--- src/rtl/i2c_slave_byte_fifo.sv ---
// Byte buffer between an I2C slave byte interface and a uC.
// RX strobe-capture FIFO, TX valid/ready FIFO, sticky error flags.
module i2c_slave_byte_fifo #(
  parameter int RX_DEPTH = 8,
  parameter int TX_DEPTH = 8
) (
  input  logic                        clk,
  input  logic                        rst,
  input  logic [7:0]                  i2c_rx_data,
  input  logic                        i2c_rx_valid,
  output logic [7:0]                  i2c_tx_data,
  output logic                        i2c_tx_valid,
  input  logic                        i2c_tx_ready,
  output logic [7:0]                  rx_data,
  output logic                        rx_valid,
  input  logic                        rx_ready,
  input  logic [7:0]                  tx_data,
  input  logic                        tx_valid,
  output logic                        tx_ready,
  output logic [$clog2(RX_DEPTH):0]   rx_level,
  output logic [$clog2(TX_DEPTH):0]   tx_level,
  input  logic                        rx_flush,
  input  logic                        tx_flush,
  output logic                        rx_overflow,
  output logic                        tx_underflow,
  input  logic                        clr_flags
);

  localparam int RAW = $clog2(RX_DEPTH);
  localparam int TAW = $clog2(TX_DEPTH);
  localparam logic [RAW:0] RX_ONE = 1;
  localparam logic [TAW:0] TX_ONE = 1;

  logic [7:0]   rx_mem [RX_DEPTH];
  logic [7:0]   tx_mem [TX_DEPTH];

  logic [RAW:0] rx_wr, rx_rd, rx_wr_n, rx_rd_n;
  logic [TAW:0] tx_wr, tx_rd, tx_wr_n, tx_rd_n;

  logic rx_empty, rx_full, rx_push, rx_pop, rx_ovf_set;
  logic tx_empty, tx_full, tx_push, tx_pop, tx_unf_set;

  // RX next-pointer and event decode; flush overrides push/pop
  always_comb begin
    rx_empty   = (rx_wr == rx_rd);
    rx_full    = (rx_wr[RAW-1:0] == rx_rd[RAW-1:0]) &&
                 (rx_wr[RAW] != rx_rd[RAW]);
    rx_pop     = !rx_empty && rx_ready && !rx_flush;
    rx_push    = i2c_rx_valid && !rx_flush &&
                 (!rx_full || rx_pop);
    rx_ovf_set = i2c_rx_valid && !rx_flush &&
                 rx_full && !rx_pop;
    rx_wr_n    = rx_wr;
    rx_rd_n    = rx_rd;
    if (rx_flush) begin
      rx_wr_n = '0;
      rx_rd_n = '0;
    end else begin
      if (rx_push) rx_wr_n = rx_wr + RX_ONE;
      if (rx_pop)  rx_rd_n = rx_rd + RX_ONE;
    end
  end

  // TX next-pointer and event decode; full blocks push even on a pop
  always_comb begin
    tx_empty   = (tx_wr == tx_rd);
    tx_full    = (tx_wr[TAW-1:0] == tx_rd[TAW-1:0]) &&
                 (tx_wr[TAW] != tx_rd[TAW]);
    tx_push    = tx_valid && !tx_full && !tx_flush;
    tx_pop     = i2c_tx_ready && !tx_empty && !tx_flush;
    tx_unf_set = i2c_tx_ready && tx_empty;
    tx_wr_n    = tx_wr;
    tx_rd_n    = tx_rd;
    if (tx_flush) begin
      tx_wr_n = '0;
      tx_rd_n = '0;
    end else begin
      if (tx_push) tx_wr_n = tx_wr + TX_ONE;
      if (tx_pop)  tx_rd_n = tx_rd + TX_ONE;
    end
  end

  // Pointers, registered levels and sticky flags
  always_ff @(posedge clk or posedge rst) begin
    if (rst) begin
      rx_wr        <= '0;
      rx_rd        <= '0;
      tx_wr        <= '0;
      tx_rd        <= '0;
      rx_level     <= '0;
      tx_level     <= '0;
      rx_overflow  <= 1'b0;
      tx_underflow <= 1'b0;
    end else begin
      rx_wr        <= rx_wr_n;
      rx_rd        <= rx_rd_n;
      tx_wr        <= tx_wr_n;
      tx_rd        <= tx_rd_n;
      rx_level     <= rx_wr_n - rx_rd_n;
      tx_level     <= tx_wr_n - tx_rd_n;
      rx_overflow  <= rx_ovf_set | (rx_overflow & ~clr_flags);
      tx_underflow <= tx_unf_set | (tx_underflow & ~clr_flags);
    end
  end

  // Storage writes; contents are don't-care until pointers cover them
  always_ff @(posedge clk) begin
    if (rx_push) rx_mem[rx_wr[RAW-1:0]] <= i2c_rx_data;
    if (tx_push) tx_mem[tx_wr[TAW-1:0]] <= tx_data;
  end

  // Fall-through heads with idle values when empty (FF keeps SDA released)
  always_comb begin
    rx_valid     = !rx_empty;
    rx_data      = rx_empty ? 8'h00 : rx_mem[rx_rd[RAW-1:0]];
    i2c_tx_valid = !tx_empty;
    i2c_tx_data  = tx_empty ? 8'hFF : tx_mem[tx_rd[TAW-1:0]];
    tx_ready     = !tx_full;
  end

endmodule

--- config.mk ---
export PLATFORM = sky130hd
export DESIGN_NAME = i2c_slave_byte_fifo
export DESIGN_NICKNAME = d
export VERILOG_FILES = /design/src/rtl/i2c_slave_byte_fifo.sv
export SDC_FILE = /design/constraint.sdc
export NUM_CORES = 1
export LEC_CHECK = 0
export ABC_AREA = 1
export BUFFER_PORTS_ARGS = -buffer_cell sky130_fd_sc_hd__buf_2
export CORE_MARGIN = 4
export CORE_UTILIZATION = 60
export DETAILED_ROUTE_END_ITERATION = 12
export PLACE_DENSITY_LB_ADDON = 0.15
export SYNTH_ARGS = -nofsm -noshare
export SYNTH_HDL_FRONTEND = slang
export SYNTH_SLANG_ARGS = --single-unit
--- constraint.sdc ---
create_clock -name clk -period 6.9 [get_ports clk]
set_input_delay 1.38 -clock clk [delete_from_list [all_inputs] [get_ports clk]]
set_output_delay 1.38 -clock clk [all_outputs]
set_load 0.01 [all_outputs]
# ---- Word-level counts from Yosys, hierarchy flattened
# Memory sizes are Yosys's and may differ from the RTL's.
# Cells that the tools add are included.
dict set report totals {
  register_bits 26
  ramBits 128
  inputBits 25
  out_inout_bits 29
  word_cells 62
  memories 2
}
# memory depth word_bits read_ports rd_ports_with_merged_regs wr line
set memory_table {}
lappend memory_table {rx_mem 8 8 1 0 1 34} ;# logic [7:0] rx_mem [RX_DEPTH];
lappend memory_table {tx_mem 8 8 1 0 1 35} ;# logic [7:0] tx_mem [TX_DEPTH];
dict set report classes {
  add_sub_neg 6
  n_eq_ne 6
  mux 14
  bitwise_logic 5
  n_reduce_logical 21
}
# operator n
set ops {}
lappend ops {{$mux W4} 8}
lappend ops {{$add A4 B1 Y4 const B} 4}
lappend ops {{$mux W8} 2}
lappend ops {{$logic_and A1 B1 Y1} 13}
lappend ops {{$eq A4 B4 Y1} 2}
lappend ops {{$sub A4 B4 Y4} 2}
lappend ops {{$logic_not A1 Y1} 7}
lappend ops {{$eq A3 B3 Y1} 2}
lappend ops {{$mux W1} 4}
lappend ops {{$and A1 B1 Y1} 2}
lappend ops {{$ne A1 B1 Y1} 2}
lappend ops {{$or A1 B1 Y1} 2}
lappend ops {{$logic_or A1 B1 Y1} 1}
lappend ops {{$not A1 Y1} 1}

# ---- Logic depth before layout (Yosys ltp)
dict set report depth {
  ltp_word 9
  ltp_mapped 20
  depth_no_buf 18
}

# ---- Worst setup path after synthesis
# OpenSTA, ideal clock, no wires.
dict set report synth_path {
  path_type {input to register}
  start {input rx_ready}
  end {register rx_level[3]}
  setup_time_ns 0.117
  arrival_time_ns 2.787
  required_time_ns 6.783
  slack_ns 3.996
  path_stages 13
  path_buffers 0
  cell_sequence {inv_1 o2111ai_4 nand2_4 o21ai_1 nand2_1 a31oi_1 ha_1 nand2_1 nand2_1 a31oi_1 inv_1 nand3_1 nand2_1}
}
dict set report synth_via {
  elab_chain_len 7
  word_cells_on_any_way 9
  cone_classes {add/sub: 1; mux: 4; reduce/logical: 4}
}
# element line
set synth_rtl {}
lappend synth_rtl {{from (decl)} 16} ;# input logic rx_ready,
lappend synth_rtl {{$logic_and A1 B1 Y1 (2 in series)} 48} ;# rx_pop = !rx_empty && rx_ready && !rx_flush;
lappend synth_rtl {{$logic_or A1 B1 Y1} 50} ;# (!rx_full || rx_pop);
lappend synth_rtl {{$logic_and A1 B1 Y1} 49} ;# rx_push = i2c_rx_valid && !rx_flush &&
lappend synth_rtl {{$mux W4} 59} ;# if (rx_push) rx_wr_n = rx_wr + RX_ONE;
lappend synth_rtl {{$mux W4} 55} ;# if (rx_flush) begin
lappend synth_rtl {{net rx_wr_n[2]} 37} ;# logic [RAW:0] rx_wr, rx_rd, rx_wr_n, rx_rd_n;
lappend synth_rtl {{$sub A4 B4 Y4} 99} ;# rx_level <= rx_wr_n - rx_rd_n;
lappend synth_rtl {{to (signal assigned)} 99}
lappend synth_rtl {{to (decl)} 20} ;# output logic [$clog2(RX_DEPTH):0] rx_level,
# The timed path passes the listed nets, and every way through them passes these cells.

# ---- Worst setup path in the final report
dict set report layout_path {
  start {register tx_rd[0]}
  end {output i2c_tx_data[4]}
}
dict set report layout_via {
  elab_chain_len 2
  word_cells_on_any_way 3
  cone_classes {eq/ne: 1; mux: 1; memory: 1}
}
# element line
set layout_rtl {}
lappend layout_rtl {{from (decl)} 38} ;# logic [TAW:0] tx_wr, tx_rd, tx_wr_n, tx_rd_n;
lappend layout_rtl {{from (signal assigned)} 98} ;# tx_rd <= tx_rd_n;
lappend layout_rtl {{$mem_v2 Z8 W8 or $eq A4 B4 Y1 (tied branches)} -}
lappend layout_rtl {{$mux W8 *} 117} ;# i2c_tx_data = tx_empty ? 8'hFF : tx_mem[tx_rd[TAW-1:0]];
lappend layout_rtl {{to (decl)} 11} ;# output logic [7:0] i2c_tx_data,
# Every way passes the cells marked *; elsewhere a longest branch is shown, timed or not.

==> summary.log <==
[pwr] worst-case vdd ir drop 0.206 mV
[global_route] initial antenna violation count 0
[finish] number of antenna diodes 0
[sta] post-route minimum period 4.37 ns
[global_route] total gr overflow 0
[routing] per-cell via count in the routed design 5.72
[pwr] combinational share of power 16.1%
[die] floorplan die height 114 microns
[clock_tree] sinks on the clock net 154
[yosys] cell types occupying the most area after synthesis edfxtp_1 57%, dfrtp_1 9.6%, nand2_1 4.4%
[sta] Max Transition Viols Final 0
[finish] multi-input gate area in the final layout 1930 sq um
[die] width of the die 114 microns
[die] number of core rows 38
[yosys] share of synthesized cell area in and, or, nand and nor gates 13.6%
[global_route] GR Util All Layers 21.9%
[clock_tree] total of hold buffers inserted after clock tree synthesis 0
[clock_tree] post-cts sizing count 0
[clock_tree] post-CTS setup buffers 0
[finish] number of fillers in the final layout 756
[flow_run] MaxCap Viol Count 0
[worst_setup_path] crit-path max FO 35
[routing] post-route ant nets 0
[place] worst setup timing slack at the placement stage 3.01 ns
[die] initial cell density of the core 61.9%
[routing] via total after detailed routing 4417
[sta] Slew @ Worst Pin 1.25 ns
[die] Core ar. 10900 sq um
[status] result of the run complete, no violations
[worst_setup_path] destination of the worst register-to-register timing path tx_level[3]
[die] Boundary Pins 54
[yosys] dominant combinational cell family by area after synthesis simple AND/OR/NAND/NOR gates
[routing] Initial DRC Count 469
[worst_setup_path] minimum setup slack among reg-to-reg paths 3.56 ns
[yosys] largest area contributor in the synthesized netlist edfxtp_1
[finish] Layout area overhead 13.3%
[sta] worst max-slew margin expressed relative to the limit 16.9%
[pwr] Clk pwr share 38.8%
[pwr] switching power summed over all nets 645 uW
[yosys] Mapped Area 6760 sq um
[yosys] proportion of netlist area held by the largest area contributor 56.8%
[routing] average detailed-routed wire length per instance 17.6 microns
[worst_setup_path] required time reported for the critical path endpoint 5.52 ns
[finish] non-filler instance count after layout 772
[sta] Final Skew 0.0152 ns
[sta] final count of hold timing violations 0
[clock_tree] clock tree from TritonCTS yes
[yosys] Yosys reg bits 154
[yosys] post-synthesis share of cell area spent on full adders, half adders and majority gates 2.44%
[place] final weighted congestion of routability-driven global placement 0.808
[worst_setup_path] FF-to-FF Start tx_rd[0]
[pwr] total power divided by cell area 313 nW/um^2
[finish] total number of nets in the final design 657
[yosys] multiplexer share of the synthesized area 0%
[yosys] syn nets 611
[place] count of buffers inserted at the top-level ports 53
[yosys] post-synthesis cell type count 38
[finish] layout cells sized above 1 18.8%
[finish] Register Area 4490 sq um
[sta] unrepaired setup endpoints after global routing false
[clock_tree] cts bufs inserted 17
[global_route] vias in the first global route 4397
[finish] most used cells in the layout excluding fill and tap cells 128 x edfxtp_1, 80 x nand2_1, 65 x nor2_1
[sta] ratio of final minimum period to clock period 63.3%
[yosys] cell count after synthesis 574
[finish] most common cell after layout, fill and taps aside edfxtp_1
[clock_tree] Clock Path Buffers 2
[yosys] Syn. warnings 0
[clock_tree] source-to-sink clock delay at the later pin of the worst-skew pair 0.41 ns
[pwr] switching share of power 26.9%
[yosys] Post-Synth XOR/XNOR Area 1.50%
[pwr] LEAKAGE 3.02 nW
[die] Die Outline Area 13000 sq um
[worst_setup_path] first element of the critical path tx_rd[0]
[routing] detailed-router iteration count before antenna repair 5
[min_path] type of the tightest min-delay check register to register
[min_path] worst hold start tx_underflow
[clock_tree] Clk pin slew, worst setup/hold paths 0.07 ns
[place] post-placement cell count 741
[routing] DRC errors left 0
[routing] DRT Wirelength 13.6 mm
[worst_setup_path] type of destination of the critical path primary output
[place] post-detailed-placement half-perimeter wirelength 8.70 mm
[worst_setup_path] capture point of the critical path i2c_tx_data[4]
[worst_setup_path] cell depth of the worst flop-to-flop path 17
[yosys] complex-gate fraction of the synthesized area 11.1%
[clock_tree] Root Driver clkbuf_16
[worst_setup_path] crit start category register
[global_route] largest net degree at the start of global routing 38
[worst_setup_path] classification of the worst setup path register to primary output
[sta] Final Worst Setup Slack 2.53 ns
[yosys] per-instance average area after synthesis 11.8 sq um
[global_route] wire length of the first global-routing pass 21.9 mm
[sta] post-route setup TNS 0 ns
[clock_tree] H-tree levels 4
[sta] number of failing setup endpoints in the final timing report 0
[sta] maximum operating frequency 0.229 GHz
[yosys] share of the yosys chip area belonging to registers 66.4%
[pwr] Int Pwr 1.75 mW
[worst_setup_path] arrival time of the worst setup path 2.99 ns
[pwr] register share of total power 45.1%
[cells by family (layout without fill, tap and decap cells)]
family,Yosys count,in the layout
compound gates,126,126
xor+xnor,9,9
fa+ha+maj,12,12
buf+inv,76,134
flops,154,154
simple gates,197,197
[Yosys cell counts (all sizes together)]
library cell and n:
a21oi 36, a221oi 16, a31oi 11, buf 11, clkbuf 17, dfrtp 26, edfxtp 128, fa 2
ha 10, inv 48, nand2 87, nand3 16, nand3b 1, nand4 9, nor2 71, nor3 5
o2111ai 1, o211ai 1, o21ai 52, o22ai 9, or3b 8, xnor2 2, xor2 7
[per-stage QoR]
stage          hold slack [ns]  cell area (sq um)  utilization (%)  power (mW)
2_1_floorplan            0.549               6760                -        1.37
3_3_place_gp             0.510               7070             64.6        1.47
4_1_cts                  0.528               7660             70.1        2.41
6_report                 0.522               7660             70.1        2.40
5_1_grt                  0.587               7660             70.1        2.51
3_5_place_dp             0.517               7070             64.6        1.49
[layer usage]
layer,wire length [microns],GRT usage (%),vias to the layer above
met5,0,0,-
met4,136,6.65,0
met3,830,4.92,14
met2,7040,38.3,145
met1,5590,27.4,2131
li1,-,-,2127
[power by group through the flow]
stage | Clock [mW] | Sequential, mW | Combinational, mW
detailed placement | 0 | 1.10 | 0.387
global route | 0.985 | 1.09 | 0.435
floorplan | 0 | 1.08 | 0.282
global placement | 0 | 1.10 | 0.373
finish | 0.929 | 1.08 | 0.386
CTS | 0.936 | 1.08 | 0.388
[layout make-up]
cell class	instances	share of cell area (%)
flip-flops and latches	154	58.7
multi-input cells	344	25.2
clock buffers	17	5.55
repair buffers	55	3.66
inverters	48	2.38
well taps	140	2.29
clock inverters	14	2.20
[worst max-delay path, stage by stage (launching register included)]
cell      delay (ns)
dfrtp_1         1.17
inv_2           0.58
nand2_1         0.20
a221oi_1        0.13
or3b_1          0.36
buf_2           0.14
[worst min path at each step]
stage	to	slack [ns]	cells after the start
floorplan	tx_underflow	0.55	2
global placement	tx_underflow	0.51	2
detailed placement	tx_underflow	0.52	2
CTS	tx_underflow	0.53	2
global route	tx_underflow	0.59	2
finish	tx_underflow	0.52	2
[registers in the layout (all words and copies together) (netlist names)]
register	cells
rx_overflow	1
tx_mem	64
tx_level	4
tx_wr	4
rx_rd	4
tx_underflow	1
rx_wr	4
rx_level	4
rx_mem	64
tx_rd	4
No activity file was read; power rests on OpenSTA's default activity.
